`src/rtl/dino_motion_ctrl.sv`:
```
// rtl/dino_motion_ctrl.sv - T-rex jump physics, leg animation and dead pose per video frame
module dino_motion_ctrl #(
    parameter int DINO_X     = 50,
    parameter int GROUND_Y   = 300,
    parameter int DUCK_Y_OFS = 34,
    parameter int JUMP_V     = 20,
    parameter int GRAVITY    = 1,
    parameter int FAST_FALL  = 3,
    parameter int ANIM_DIV   = 6
) (
    input  logic       clk,
    input  logic       rst,
    input  logic       frame_tick,
    input  logic       jump,
    input  logic       duck,
    input  logic       collide,
    input  logic       start,
    output logic [9:0] DinoX,
    output logic [8:0] DinoY,
    output logic [3:0] AnimateSel,
    output logic       is_dead,
    output logic       airborne
);
    localparam int CW = (ANIM_DIV > 1) ? $clog2(ANIM_DIV) : 1;
    localparam logic [CW-1:0]      CNT_LAST = CW'(ANIM_DIV - 1);
    localparam logic [8:0]         Y_GND    = 9'(GROUND_Y);
    localparam logic [8:0]         Y_DUCK   = 9'(GROUND_Y + DUCK_Y_OFS);
    localparam logic signed [9:0]  GRAV10   = 10'(GRAVITY);
    localparam logic signed [9:0]  FAST10   = 10'(FAST_FALL);
    localparam logic signed [9:0]  V_MIN    = -10'sd64;

    typedef enum logic [2:0] {S_IDLE, S_RUN, S_DUCK, S_JUMP, S_DEAD} state_t;

    state_t             state, state_nxt;
    logic [8:0]         h, h_nxt;
    logic signed [7:0]  v, v_nxt;
    logic [CW-1:0]      anim_cnt, anim_cnt_nxt;
    logic               phase, phase_nxt;
    logic signed [9:0]  h_sum, v_dec;
    logic [CW-1:0]      cnt_step;
    logic               phase_step;

    // Height and velocity are widened to signed 10 bits so landing is a plain sign test
    assign h_sum = $signed({1'b0, h}) + $signed({{2{v[7]}}, v});
    assign v_dec = $signed({{2{v[7]}}, v}) - GRAV10 - (duck ? FAST10 : 10'sd0);

    assign cnt_step   = (anim_cnt == CNT_LAST) ? '0 : anim_cnt + 1'b1;
    assign phase_step = (anim_cnt == CNT_LAST) ? ~phase : phase;

    always_comb begin
        state_nxt    = state;
        h_nxt        = h;
        v_nxt        = v;
        anim_cnt_nxt = anim_cnt;
        phase_nxt    = phase;
        case (state)
            S_IDLE, S_DEAD: begin
                if (start) begin
                    state_nxt    = S_RUN;
                    h_nxt        = '0;
                    v_nxt        = '0;
                    anim_cnt_nxt = '0;
                    phase_nxt    = 1'b0;
                end
            end
            S_RUN, S_DUCK: begin
                if (collide) begin
                    state_nxt = S_DEAD;
                end else if (frame_tick) begin
                    anim_cnt_nxt = cnt_step;
                    phase_nxt    = phase_step;
                    if (jump) begin
                        state_nxt = S_JUMP;
                        h_nxt     = '0;
                        v_nxt     = 8'(JUMP_V);
                    end else if (duck) begin
                        state_nxt = S_DUCK;
                    end else begin
                        state_nxt = S_RUN;
                    end
                end
            end
            S_JUMP: begin
                if (collide) begin
                    state_nxt = S_DEAD;
                end else if (frame_tick) begin
                    if (h_sum <= 10'sd0) begin
                        state_nxt = duck ? S_DUCK : S_RUN;
                        h_nxt     = '0;
                        v_nxt     = '0;
                    end else begin
                        h_nxt = h_sum[8:0];
                        v_nxt = (v_dec < V_MIN) ? V_MIN[7:0] : v_dec[7:0];
                    end
                end
            end
            default: state_nxt = S_IDLE;
        endcase
    end

    // Outputs are registered from the next-state values so they land one edge after sampling
    always_ff @(posedge clk or negedge rst) begin
        if (!rst) begin
            state      <= S_IDLE;
            h          <= '0;
            v          <= '0;
            anim_cnt   <= '0;
            phase      <= 1'b0;
            DinoX      <= 10'(DINO_X);
            DinoY      <= Y_GND;
            AnimateSel <= 4'b0000;
            is_dead    <= 1'b0;
            airborne   <= 1'b0;
        end else begin
            state    <= state_nxt;
            h        <= h_nxt;
            v        <= v_nxt;
            anim_cnt <= anim_cnt_nxt;
            phase    <= phase_nxt;
            DinoX    <= 10'(DINO_X);
            is_dead  <= (state_nxt == S_DEAD);
            airborne <= (state_nxt == S_JUMP);
            case (state_nxt)
                S_DEAD:  DinoY <= DinoY;
                S_DUCK:  DinoY <= Y_DUCK;
                default: DinoY <= Y_GND - h_nxt;
            endcase
            case (state_nxt)
                S_DEAD:  AnimateSel <= 4'b0001;
                S_RUN:   AnimateSel <= phase_nxt ? 4'b0111 : 4'b0011;
                S_DUCK:  AnimateSel <= phase_nxt ? 4'b1011 : 4'b0010;
                default: AnimateSel <= 4'b0000;
            endcase
        end
    end
endmodule

```
`config.mk`:
```
export PLATFORM = sky130hd
export DESIGN_NAME = dino_motion_ctrl
export DESIGN_NICKNAME = d
export VERILOG_FILES = /design/src/rtl/dino_motion_ctrl.sv
export SDC_FILE = /design/constraint.sdc
export NUM_CORES = 1
export LEC_CHECK = 0
export ABC_AREA = 1
export CAP_MARGIN = 10
export CELL_PAD_IN_SITES_DETAIL_PLACEMENT = 0
export CELL_PAD_IN_SITES_GLOBAL_PLACEMENT = 1
export CORE_UTILIZATION = 30
export CTS_CLUSTER_SIZE = 24
export DETAILED_ROUTE_END_ITERATION = 7
export PLACE_DENSITY_LB_ADDON = 0.1
export SLEW_MARGIN = 5
export SYNTH_ARGS = -nofsm -noshare
export SYNTH_HDL_FRONTEND = slang
export SYNTH_SLANG_ARGS = --single-unit
```
`constraint.sdc`:
```
create_clock -name clk -period 2.7 [get_ports clk]
set_input_delay 0.27 -clock clk [delete_from_list [all_inputs] [get_ports clk]]
set_output_delay 0.27 -clock clk [all_outputs]
set_load 0.1 [all_outputs]
```
Word level (Yosys, flattened, before mapping)
Cells that the tools add are included.
{"block": "classes", "add_sub_neg": 5, "n_lt_le_gt_ge": 2, "eq_ne": 15, "muxes": 41, "bitwise": 1, "reduce_logical": 7}
{"operator": "8-bit 2-to-1 mux", "n": 8}
{"operator": "9-bit 2-to-1 mux", "n": 7}
{"operator": "3-bit 2-to-1 mux", "n": 11}
{"operator": "9-bit case mux with 3 select lines", "n": 1}
{"operator": "8-bit case mux with 3 select lines", "n": 1}
{"operator": "9-bit case mux with 2 select lines", "n": 1}
{"operator": "3-bit by 2-bit equality test with 1-bit output, second input constant", "n": 4}
{"operator": "2-bit != test, second input constant", "n": 6}
{"operator": "4-bit case mux with 3 select lines", "n": 1}
{"operator": "10-bit by 8-bit adder with 10-bit output", "n": 1}
{"operator": "10-bit by 1-bit <= comparator with 1-bit output, second input constant", "n": 1}
{"operator": "10-bit by 7-bit less-than comparator with 1-bit output, second input constant", "n": 1}
{"operator": "9-bit by 3-bit subtractor with 10-bit output", "n": 1}
{"operator": "3-bit equality test, second input constant", "n": 3}
{"operator": "3-bit case mux with 3 select lines", "n": 1}
{"operator": "8-bit by 2-bit subtractor with 9-bit output, second input constant", "n": 1}
{"operator": "9-bit subtractor, first input constant", "n": 1}
{"operator": "7-bit AND reduction", "n": 1}
{"operator": "3-bit by 1-bit equality test with 1-bit output, second input constant", "n": 2}
{"operator": "2-bit 2-to-1 mux", "n": 3}
{"operator": "3-bit case mux with 2 select lines", "n": 1}
{"operator": "1-bit 2-to-1 mux", "n": 4}
{"operator": "4-bit 2-to-1 mux", "n": 1}
{"operator": "4-bit AND reduction", "n": 1}
{"operator": "other kinds (7)", "n": 8}
{"block": "totals", "regBits": 39, "input_bits": 7, "elab_cells": 80}

Longest topological paths before layout
Gate-level depths: netlist (run 1).
{"block": "logic_depth", "ltp_word": 8, "depth_mapped": 26, "ltp_nobuf": 26}

Worst setup path before layout (run 1)
No wires, ideal clock.
{"block": "synth_path", "kind": "register -> register", "startpoint": "reg h[0]", "endpoint": "reg DinoY[8]", "setup_ns": 0.058, "arrival_ns": 2.695, "setup_slack_ns": -0.053, "path_stages_with_launch": 26, "n_path_buf": 0, "cell_sequence": "dfrtp_1 > ha_1 > inv_1 > fa_1 > inv_1 > nand2_1 > nand2_1 > nand3_1 > nand2_2 > nand3_2 > nor2_2 > nand3_4 > nand3_1 > o21ai_0 > nand2_1 > nand2_1 > nor2_2 > ha_1 > inv_1 > nand3_1 > nand2_1 > nand2_1 > nand3_1 > nand3_1 > nand2_1 > inv_1"}
{"block": "synth_via", "elab_chain_cells": 8, "word_cells_on_any_way": 18, "cone_classes": "add/sub: 2; order compare: 1; eq/ne: 2; mux: 13"}
{"item": "start, declared", "line": "35", "source": "logic [8:0] h, h_nxt;"}
{"item": "start signal, assigned", "line": "116", "source": "h <= h_nxt;"}
{"item": "10-bit by 8-bit adder with 10-bit output", "line": "44", "source": "assign h_sum = $signed({1'b0, h}) + $signed({{2{v[7]}}, v});"}
{"item": "10-bit by 1-bit <= comparator with 1-bit output", "line": "87", "source": "if (h_sum <= 10'sd0) begin"}
{"item": "9-bit 2-to-1 mux or 3-bit 2-to-1 mux (tied branches)", "line": "87"}
{"item": "9-bit 2-to-1 mux or 3-bit 2-to-1 mux (tied branches)", "line": "86", "source": "end else if (frame_tick) begin"}
{"item": "9-bit 2-to-1 mux or 3-bit 2-to-1 mux (tied branches)", "line": "84", "source": "if (collide) begin"}
{"item": "9-bit case mux with 3 select lines or 3-bit case mux with 3 select lines (tied branches)", "line": "56", "source": "case (state)"}
{"item": "9-bit subtractor (tied with other cells)", "line": "126", "source": "default: DinoY <= Y_GND - h_nxt;"}
{"item": "9-bit case mux with 2 select lines", "line": "123", "source": "case (state_nxt)"}
{"item": "end signal, assigned", "line": "124", "source": "S_DEAD: DinoY <= DinoY;"}
{"item": "end signal, assigned", "line": "126"}
{"item": "end, declared", "line": "19", "source": "output logic [8:0] DinoY,"}
Parallel ways exist; a longest one is shown, timed or not.
A chain may end at the register's enable or synchronous reset.

Worst setup path after layout (run 1)
{"block": "layout_path", "startpoint": "reg h[0]", "endpoint": "reg DinoY[0]"}
{"block": "layout_via", "elab_chain_cells": 8, "word_cells_on_any_way": 18, "cone_classes": "add/sub: 2; order compare: 1; eq/ne: 2; mux: 13"}
{"item": "10-bit by 8-bit adder with 10-bit output *", "line": "44"}
{"item": "10-bit by 1-bit <= comparator with 1-bit output *", "line": "87"}
{"item": "3-bit 2-to-1 mux *", "line": "87"}
{"item": "3-bit 2-to-1 mux *", "line": "86"}
{"item": "3-bit 2-to-1 mux *", "line": "84"}
{"item": "3-bit case mux with 3 select lines *", "line": "56"}
{"item": "via state_nxt[0]", "line": "34", "source": "state_t state, state_nxt;"}
{"item": "3-bit by 2-bit equality test with 1-bit output or 3-bit equality test (tied branches)", "line": "123"}
{"item": "9-bit case mux with 2 select lines", "line": "123"}
The timed path passes the listed nets; every way through them passes the cells marked *.

==> flow_metrics.tcl, run 1 <==
set metrics [dict create \
    worstPathArrival_ns 3.03 \
    io_buffers 21 \
    finalSetupTns_ns -0.7716 \
    slew_violations 0 \
    cts_htree_levels 2 \
    synth_cell_type_count 44 \
    synthMuxAreaShare_pct 0 \
    grt_max_degree 40 \
    synthMostInstantiatedCell "nand2_1" \
    worst_slew_pin_slew_ns 0.9307 \
    async_reset_ff_share_pct 100.0 \
    skew_ns 0.01163 \
    hold_buffers 0 \
    vias 2905 \
    finalHoldViolCount 0 \
    cts_tree "built" \
    finalNetCount 538 \
    synthAdderAreaFrac_pct 6.493 \
    crit_path_cell_trace "ha_2 -> inv_2 -> fa_2 -> inv_2 -> nand2_2 -> nand2_4 -> nand3_4 -> nand3_2 -> nand2_2 -> nor2_4 -> nand3_4 -> buf_6 -> nand2_4 -> inv_4 -> nand2_4 -> nand2_2 -> o21ai_2 -> nand2_2 -> nor2_4 -> nor2_8 -> a22o_1" \
    synth_flop_cell "dfrtp_1" \
    area_delta_synth_final_pct 37.89 \
    num_rows 35 \
    core-area_um2 9328 \
    setup_viol 11 \
    powerDensity_nw_per_um2 717.4 \
    place_ws_ns -0.2223 \
    seq_area_frac_synth_pct 33.49 \
    avgSynthCellArea_um2 6.974 \
    hold_class "in2async" \
    synth_xor_area_share_pct 0.8971 \
    grt_remaining_overflow 0 \
    drt_wl_total_mm 7.673 \
    worstPathRequired_ns 2.89 \
    worstSetupEndpointType "flop" \
    critPathLaunchType "flop" \
    antenna_found_initial 0 \
    synth_common_cells "nand2_1, inv_1, nor2_1" \
    fin_ws_ns -0.1423 \
    synthSimpleGateAreaFrac_pct 37.68 \
    synth_area_leaders "dfrtp_1, nand2_1, inv_1" \
    cpPeakStageDelay_ns 0.37 \
    slew-limit-headroom_pct 37.95 \
    synth_warnings 0 \
    synth_compound_gate_area_share_pct 10.17 \
    r2r_end "DinoY[0]$_DFFE_PN0N_" \
    worstPathMaxFanout 8 \
    rrSetupSlack_ns -0.14 \
    netlist_area_um2 2929 \
    drive_gt1_share_pct 34.94 \
    p_leak_nw 2.134 \
    ios 32 \
    cts_buffers 5 \
    synth_area_leader_cell "dfrtp_1" \
    max-cap-violations 0 \
    path_clk_slew_ns 0.09 \
    r2r_cells 21 \
    path_common_cell "nand2_2" \
    violations "negative setup slack" \
    synth_top_area_share_pct 29.90 \
    critical_path_buf_inv_count 4 \
    status "finished with violations" \
    n_antenna_cell 0 \
    synth_top_family_by_area "simple AND/OR/NAND/NOR gates" \
    synth_edf_count 0 \
    clk_path_buf_depth 2 \
    grt_pass1_vias 2834 \
    vdd_drop_max_v 0.0004580 \
    cts.sinks 39 \
    period_minus_slack_ns 2.842 \
    syn_inst 420 \
    floorplan.initialDensity_pct 31.40 \
    antenna_left 0 \
    grt_pass1_wl_mm 12.93 \
    rr_startpoint "h[0]$_DFF_PN0_" \
    ys_ff_latch 39 \
    drcViolationCount 0 \
    crit_slowest_cell "dfrtp_1" \
    routabilityCongestion 0.8071 \
    period_share_pct 105.3 \
    firstDrtPassIters 4 \
    die-area_um2 10160 \
    drt_iter0_markers 74 \
    fmax_mhz 351.8 \
    grt_usage_pct 16.39 \
    die_x_um 100.8 \
    path_class "reg2reg" \
    clockRootBuffer "clkbuf_8" \
    wl_per_cell_um 11.86 \
    vias_per_cell 4.490 \
    die-height_um 100.8 \
    clock_latency_ns 0.30 \
    rsz0062_at_grt "yes" \
    place_hpwl_mm 6.032 \
    critical-path-top-delay-family "simple AND/OR/NAND/NOR gates" \
]
[worst max-delay path by stage]
stage	from	end	slack, ns	cells after the start
after floorplan	v[0]$_DFFE_PN0P_	DinoY[8]$_DFFE_PN1N_	-0.02	24
after global placement	h[0]$_DFF_PN0_	DinoY[8]$_DFFE_PN1N_	-0.22	24
after detailed placement	h[0]$_DFF_PN0_	DinoY[8]$_DFFE_PN1N_	-0.22	24
after CTS	h[0]$_DFF_PN0_	DinoY[8]$_DFFE_PN1N_	-0.11	25
after global routing	h[0]$_DFF_PN0_	DinoY[7]$_DFFE_PN0N_	-0.29	24
final	h[0]$_DFF_PN0_	DinoY[0]$_DFFE_PN0N_	-0.14	21
[cells by family (layout without fill, tap and decap cells)]
group / count (synthesis) / after routing
AND/OR/NAND/NOR: 238 / 238
buffers and inverters: 75 / 165
AO/OA/AOI/OAI: 49 / 49
flip-flops: 39 / 39
adder cells (fa/ha/maj): 14 / 14
XOR/XNOR: 3 / 3
other: 2 / 10
[worst reg2reg max path: cells and delay by family, from the launching register on]
kind | cells | cell delay, ns
AOI/OAI and AO/OA | 2 | 0.33
adders and majority gates | 2 | 0.55
buffers and inverters | 4 | 0.29
DFF | 1 | 0.37
and+or+nand+nor | 13 | 1.19
[metrics by stage]
step                total power [mW]  utilization, %  cells  hold slack, ns  cell area, um^2
finish                         2.897           43.30    647         0.09949             4039
floorplan                      1.879               -    428        -0.02559             2982
global placement               2.376           39.58    628          0.4576             3692
global route                   3.111           43.30    647          0.1771             4039
detailed placement             2.377           39.58    628          0.4619             3692
CTS                            2.866           41.69    641          0.1454             3889
[state kept, by name (all words and copies together), names as in the netlist]
| register | count |
|---|---|
| phase | 1 |
| v | 8 |
| AnimateSel | 4 |
| state | 3 |
| is_dead | 1 |
| airborne | 1 |
| h | 9 |
| DinoY | 9 |
| anim_cnt | 3 |
[metal layers]
metal	wire length [um]	global-route usage, %
met5	0	0
met4	108	4.459
met3	236	2.080
met2	3630	28.08
met1	3698	21.75
[report_power, final]
group / switching, mW / leakage (nW) / internal [mW] / total, mW
Sequential: 0.0694 / 0.516 / 0.684 / 0.754
Clock: 0.240 / 0.0402 / 0.180 / 0.420
Combinational: 1.15 / 1.58 / 0.571 / 1.72
Total: 1.46 / 2.13 / 1.44 / 2.90
[cells in the final DEF (no fill, tap or decap), drive strengths merged, types with 2 or more instances in the layout]
master	Yosys	final
a21oi	17	17
a31oi	3	3
buf	12	89
clkbuf	0	5
clkdlybuf4s50	0	5
clkinv	1	2
clkinvlp	0	2
conb	2	10
dfrtp	35	35
dfstp	4	4
fa	2	2
ha	12	12
inv	62	62
nand2	126	126
nand3	45	45
nor2	56	56
nor3	5	5
o21ai	20	20
o22ai	3	3
or2	2	2
xor2	3	3
[timing repair]
action	CTS	global route
setup endpoints to repair	16	20
endpoints found under the hold margin	0	0
setup buffers	5	6
gates resized for setup	18	34
pin swaps	7	17
[final cells by class]
| cell class | count | area [um^2] |
|---|---|---|
| Timing Repair Buffer | 94 | 734.5 |
| Sequential cell | 39 | 980.9 |
| Inverter | 63 | 239.0 |
| Clock buffer | 5 | 68.82 |
| Fill cell | 1010 | 5289 |
| Multi-Input combinational cell | 314 | 1834 |
| Tap cell | 129 | 161.4 |
| Clock inverter | 3 | 20.02 |
No activity file was read; power rests on OpenSTA's default activity.
==> run 2: changes to the inputs <==
==> constraint.sdc (replaced) <==
create_clock -name clk -period 2.7 [get_ports clk]
set_input_delay 0.405 -clock clk [delete_from_list [all_inputs] [get_ports clk]]
set_output_delay 0.405 -clock clk [all_outputs]
set_load 0.1 [all_outputs]
==> flow_metrics.tcl, run 2 (synthesis gave the netlist of run 1 again) <==
set metrics [dict create \
    period_share_pct 101.9 \
    grt_busiest_layer "met2" \
    place_hpwl_mm 6.160 \
    clockRootBuffer "clkbuf_8" \
    swShare_pct 50.25 \
    path_clk_slew_ns 0.08 \
    die_x_um 100.8 \
    path_class "reg2reg" \
    finalNetCount 540 \
    dpl_cell_area_um2 3715 \
    critPathLaunchType "flop" \
    grt_util_met1_pct 22.28 \
    drt_wl_total_mm 7.801 \
    reg_top3 "DinoY x9, h x9, v x8" \
    hold_class "in2async" \
    drt_iter0_markers 88 \
    p_leak_nw 2.134 \
    wl_per_cell_um 12.02 \
    routabilityCongestion 0.7851 \
    finalHoldViolCount 0 \
    fin_util_pct 43.89 \
    final_cell_mix "nand2_1, buf_4, inv_1, nor2_1, dfrtp_1" \
    cts_htree_levels 2 \
    area_delta_synth_final_pct 39.77 \
    final_common_cell "nand2_1" \
    die-area_um2 10160 \
    slew_violations 0 \
    met2_usage_pct 29.03 \
    cts_buffers 5 \
    vias_per_cell 4.458 \
    n_antenna_cell 0 \
    final_area_um2 4094 \
    cts.sinks 39 \
    cpPeakStageDelay_ns 0.38 \
    p_comb_share_pct 60.3 \
    fmax_mhz 363.6 \
    path_common_cell "nand2_4" \
    drive_gt1_share_pct 35.19 \
    worstPathArrival_ns 2.94 \
    max-cap-violations 0 \
    violations "negative setup slack" \
    die-height_um 100.8 \
    worstSetupEndpointType "flop" \
    p_int_mw 1.451 \
    clk_path_buf_depth 2 \
    num_rows 35 \
    status "finished with violations" \
    power_frac_seq_pct 25.8 \
    whs_ns 0.2408 \
    grt_usage_pct 16.83 \
    skew_ns 0.004221 \
    crit_slowest_cell "dfrtp_1" \
    multi_input_area_um2 1892 \
    antenna_left 0 \
    antenna_found_initial 0 \
    grt_pass1_vias 2851 \
    io_buffers 21 \
    power.total_mw 2.916 \
    period_minus_slack_ns 2.750 \
    global_route.usage.met3_pct 2.358 \
    grt_remaining_overflow 0 \
    worstPathRequired_ns 2.89 \
    crit_path_cell_trace "ha_2 -> inv_2 -> fa_2 -> inv_2 -> nand2_4 -> nand2_4 -> nand3_4 -> nand3_2 -> nand2_2 -> nor2_4 -> nand3_4 -> nand2_4 -> inv_4 -> nand2_4 -> nand2_2 -> o21ai_2 -> nand2_2 -> nor2_4 -> nor2_8 -> a22o_1" \
    finalSetupTns_ns -0.1293 \
    fin_ws_ns -0.05021 \
    clock_power_share_pct 13.9 \
    powerDensity_nw_per_um2 712.2 \
    grt_max_degree 40 \
    ios 32 \
    rsz0062_at_grt "yes" \
    core-area_um2 9328 \
    num-fill-cells 1000 \
    clock_latency_ns 0.29 \
    hold_buffers 0 \
    grt_pass1_wl_mm 13.34 \
    firstDrtPassIters 4 \
    cts_tree "built" \
    power.switching_mw 1.465 \
    seq_area_um2 982.2 \
    worst_slew_pin_slew_ns 0.9334 \
    floorplan.initialDensity_pct 31.40 \
    worstPathMaxFanout 8 \
    vdd_drop_max_v 0.0004048 \
    drcViolationCount 0 \
    setup_viol 6 \
    slew-limit-headroom_pct 37.77 \
    vias 2893 \
]
==> run 2: path summary, 6_finish.rpt <==
| check | cells past startpoint | slack [ns] | startpoint | to |
|---|---|---|---|---|
| setup / recovery | 20 | -0.05 | h[0]$_DFF_PN0_ | DinoY[0]$_DFFE_PN0N_ |
| max in group asynchronous | 1 | 1.82 | rst | h[6]$_DFF_PN0_ |
| hold reg to reg | 2 | 0.47 | DinoY[5]$_DFFE_PN1N_ | DinoY[5]$_DFFE_PN1N_ |
| setup reg to reg | 20 | -0.05 | h[0]$_DFF_PN0_ | DinoY[0]$_DFFE_PN0N_ |
| min in group clk | 2 | 0.47 | DinoY[5]$_DFFE_PN1N_ | DinoY[5]$_DFFE_PN1N_ |
| hold / removal | 1 | 0.24 | rst | v[4]$_DFFE_PN0P_ |
==> run 2: power by group through the flow <==
| stage | registers, mW | clock network, mW | logic, mW |
|---|---|---|---|
| final | 0.752 | 0.405 | 1.76 |
| after global routing | 0.765 | 0.451 | 1.93 |
| after floorplan | 1.06 | 0 | 0.818 |
| after CTS | 0.754 | 0.420 | 1.71 |
| after global placement | 0.763 | 0 | 1.65 |
| after detailed placement | 0.764 | 0 | 1.65 |
==> run 2: final cells by class <==
cell class	count	area share [%]
Clock inverter	2	0.3056
Clock buffer	6	1.773
Tap cell	129	3.943
Sequential cell	39	23.99
Timing Repair Buffer	96	17.94
Inverter	63	5.837
Multi-Input combinational cell	314	46.21
==> run 2: critical path, delay by kind of cell (launching register included) <==
| family | cells | cell delay [ns] |
|---|---|---|
| adders and majority gates | 2 | 0.53 |
| AOI/OAI and AO/OA | 2 | 0.34 |
| buffers and inverters | 3 | 0.17 |
| and+or+nand+nor | 13 | 1.20 |
| DFF | 1 | 0.38 |
==> run 2: through the flow <==
stage | worst slack [ns] | instances
CTS | -0.1159 | 645
global route | -0.2480 | 649
detailed placement | -0.2542 | 631
finish | -0.05021 | 649
floorplan | -0.02295 | 428
global placement | -0.2723 | 631
==> run 2: timing repair <==
item / 4_1_cts / 5_1_grt
pin swaps: 17 / 17
gates resized for setup: 24 / 31
setup buffers: 6 / 4
endpoints found under the setup margin: 18 / 20
endpoints found under the hold margin: 0 / 0
==> run 2: layer usage <==
metal	vias up	share of wire, %
li1	1507	-
met1	1350	49
met2	32	48
met3	4	2.1
met4	0	0.85
met5	-	0
==> run 3: changes to the inputs <==
HOLD_SLACK_MARGIN = 0.05   (was not set)
SKIP_CTS_REPAIR_TIMING = 1   (was not set)
==> flow_metrics.tcl, run 3 (synthesis gave the netlist of run 1 again) <==
set metrics [dict create \
    status "finished with violations" \
    violations "negative setup slack" \
    vias_per_cell 4.444 \
    dpl_cell_area_um2 3715 \
    worstSetupEndpointType "flop" \
    clockRootBuffer "clkbuf_8" \
    worstPathMaxFanout 6 \
    finalNetCount 542 \
    path_class "reg2reg" \
    powerDensity_nw_per_um2 713.4 \
    area_delta_synth_final_pct 39.26 \
    cts_htree_levels 2 \
    rrSetupSlack_ns -0.14 \
    vias 2893 \
    vdd_drop_max_v 0.0004115 \
    die_x_um 100.8 \
    slew-limit-headroom_pct 37.46 \
    setup_viol 9 \
    cpPeakStageDelay_ns 0.38 \
    fin_ws_ns -0.1431 \
    wl_per_cell_um 12.04 \
    floorplan.initialDensity_pct 31.40 \
    antenna_found_initial 0 \
    final_area_um2 4079 \
    r2r_cells 23 \
    max-cap-violations 0 \
    die-area_um2 10160 \
    grt_pass1_vias 2816 \
    grt_max_degree 40 \
    rr_startpoint "h[0]$_DFF_PN0_" \
    cts_buffers 5 \
    critical-path-top-delay-family "simple AND/OR/NAND/NOR gates" \
    slew_violations 0 \
    critical_path_buf_inv_count 3 \
    routabilityCongestion 0.7851 \
    drcViolationCount 0 \
    clk_path_buf_depth 2 \
    grt_usage_pct 16.64 \
    drt_iter0_markers 94 \
    antenna_left 0 \
    clock_latency_ns 0.29 \
    finalHoldViolCount 0 \
    cts_tree "built" \
    fmax_mhz 351.7 \
    grt_pass1_wl_mm 13.19 \
    crit_path_cell_trace "ha_2 -> inv_2 -> fa_2 -> inv_2 -> nand2_4 -> nand2_8 -> nand3_2 -> nand2_2 -> nand3_2 -> nor2_4 -> nand3_4 -> nand3_2 -> o21ai_1 -> nand2_1 -> nand2_1 -> nor2_2 -> ha_2 -> inv_2 -> nand3_4 -> nand2_4 -> nand2_4 -> nand2_2 -> a31oi_2" \
    critPathLaunchType "flop" \
    r2r_end "DinoY[6]$_DFFE_PN0N_" \
    final_common_cell "nand2_1" \
    place_hpwl_mm 6.160 \
    period_minus_slack_ns 2.843 \
    reg_top3 "DinoY x9, h x9, v x8" \
    drive_gt1_share_pct 35.06 \
    core-area_um2 9328 \
    skew_ns 0.003015 \
    cts.sinks 39 \
    num_rows 35 \
    period_share_pct 105.3 \
    hold_class "in2async" \
    worst_slew_pin_slew_ns 0.9382 \
    rsz0062_at_grt "yes" \
    crit_slowest_cell "dfrtp_1" \
    finalSetupTns_ns -0.5540 \
    path_clk_slew_ns 0.08 \
    worstPathArrival_ns 3.06 \
    n_antenna_cell 0 \
    p_leak_nw 2.117 \
    worstPathRequired_ns 2.92 \
    final_cell_mix "nand2_1, buf_4, inv_1, nor2_1, dfrtp_1" \
    ios 32 \
    io_buffers 21 \
    firstDrtPassIters 7 \
    drt_wl_total_mm 7.838 \
    die-height_um 100.8 \
    grt_remaining_overflow 0 \
]
-- run 3: area by class of cell --
class	count	area, um^2
clock buffer	6	72.57
fill	997	5249
sequential	39	982.2
clock inverter	2	12.51
tap	129	161.4
timing repair buffer	98	745.7
inverter	63	239.0
multi-input combinational	314	1866
-- run 3: through the flow --
step           power, mW  util [%]  setup slack [ns]  instances  hold slack (ns)
2_1_floorplan      1.879         -          -0.02295        428           0.1094
3_3_place_gp       2.418     39.83           -0.2723        631           0.4575
3_5_place_dp       2.417     39.83           -0.2542        631           0.4594
4_1_cts            2.831     40.74           -0.2938        639           0.2864
5_1_grt            3.146     43.73           -0.3393        651           0.3207
6_report           2.910     43.73           -0.1431        651           0.2502
-- run 3: worst register-to-register path, stage by stage, from the launching register on --
cell and delay, ns:
dfrtp_1 0.38, ha_2 0.19, inv_2 0.04, fa_2 0.34, inv_2 0.08, nand2_4 0.07, nand2_8 0.10, nand3_2 0.08
nand2_2 0.08, nand3_2 0.09, nor2_4 0.11, nand3_4 0.13, nand3_2 0.10, o21ai_1 0.06, nand2_1 0.05, nand2_1 0.06
nor2_2 0.13, ha_2 0.20, inv_2 0.05, nand3_4 0.10, nand2_4 0.07, nand2_4 0.08, nand2_2 0.05, a31oi_2 0.16
-- run 3: worst max-delay path by stage --
stage / slack [ns] / cells past startpoint / start / to
detailed placement: -0.25 / 24 / h[0]$_DFF_PN0_ / DinoY[8]$_DFFE_PN1N_
global route: -0.34 / 25 / h[0]$_DFF_PN0_ / DinoY[8]$_DFFE_PN1N_
floorplan: -0.02 / 24 / v[0]$_DFFE_PN0P_ / DinoY[8]$_DFFE_PN1N_
CTS: -0.29 / 24 / h[0]$_DFF_PN0_ / DinoY[8]$_DFFE_PN1N_
finish: -0.14 / 23 / h[0]$_DFF_PN0_ / DinoY[6]$_DFFE_PN0N_
global placement: -0.27 / 24 / h[0]$_DFF_PN0_ / DinoY[8]$_DFFE_PN1N_
-- run 3: metal layers --
metal | up-vias | GRT usage (%) | routed length (um)
met5 | - | 0 | 0
met4 | 0 | 3.902 | 65
met3 | 4 | 2.358 | 179
met2 | 36 | 28.82 | 3803
met1 | 1343 | 21.89 | 3789
li1 | 1510 | - | -
-- run 3: where the power goes --
| group | switching [mW] | total (mW) | internal (mW) |
|---|---|---|---|
| logic | 1.16 | 1.75 | 0.590 |
| registers | 0.0674 | 0.752 | 0.684 |
| clock network | 0.222 | 0.403 | 0.181 |
| total | 1.45 | 2.91 | 1.46 |
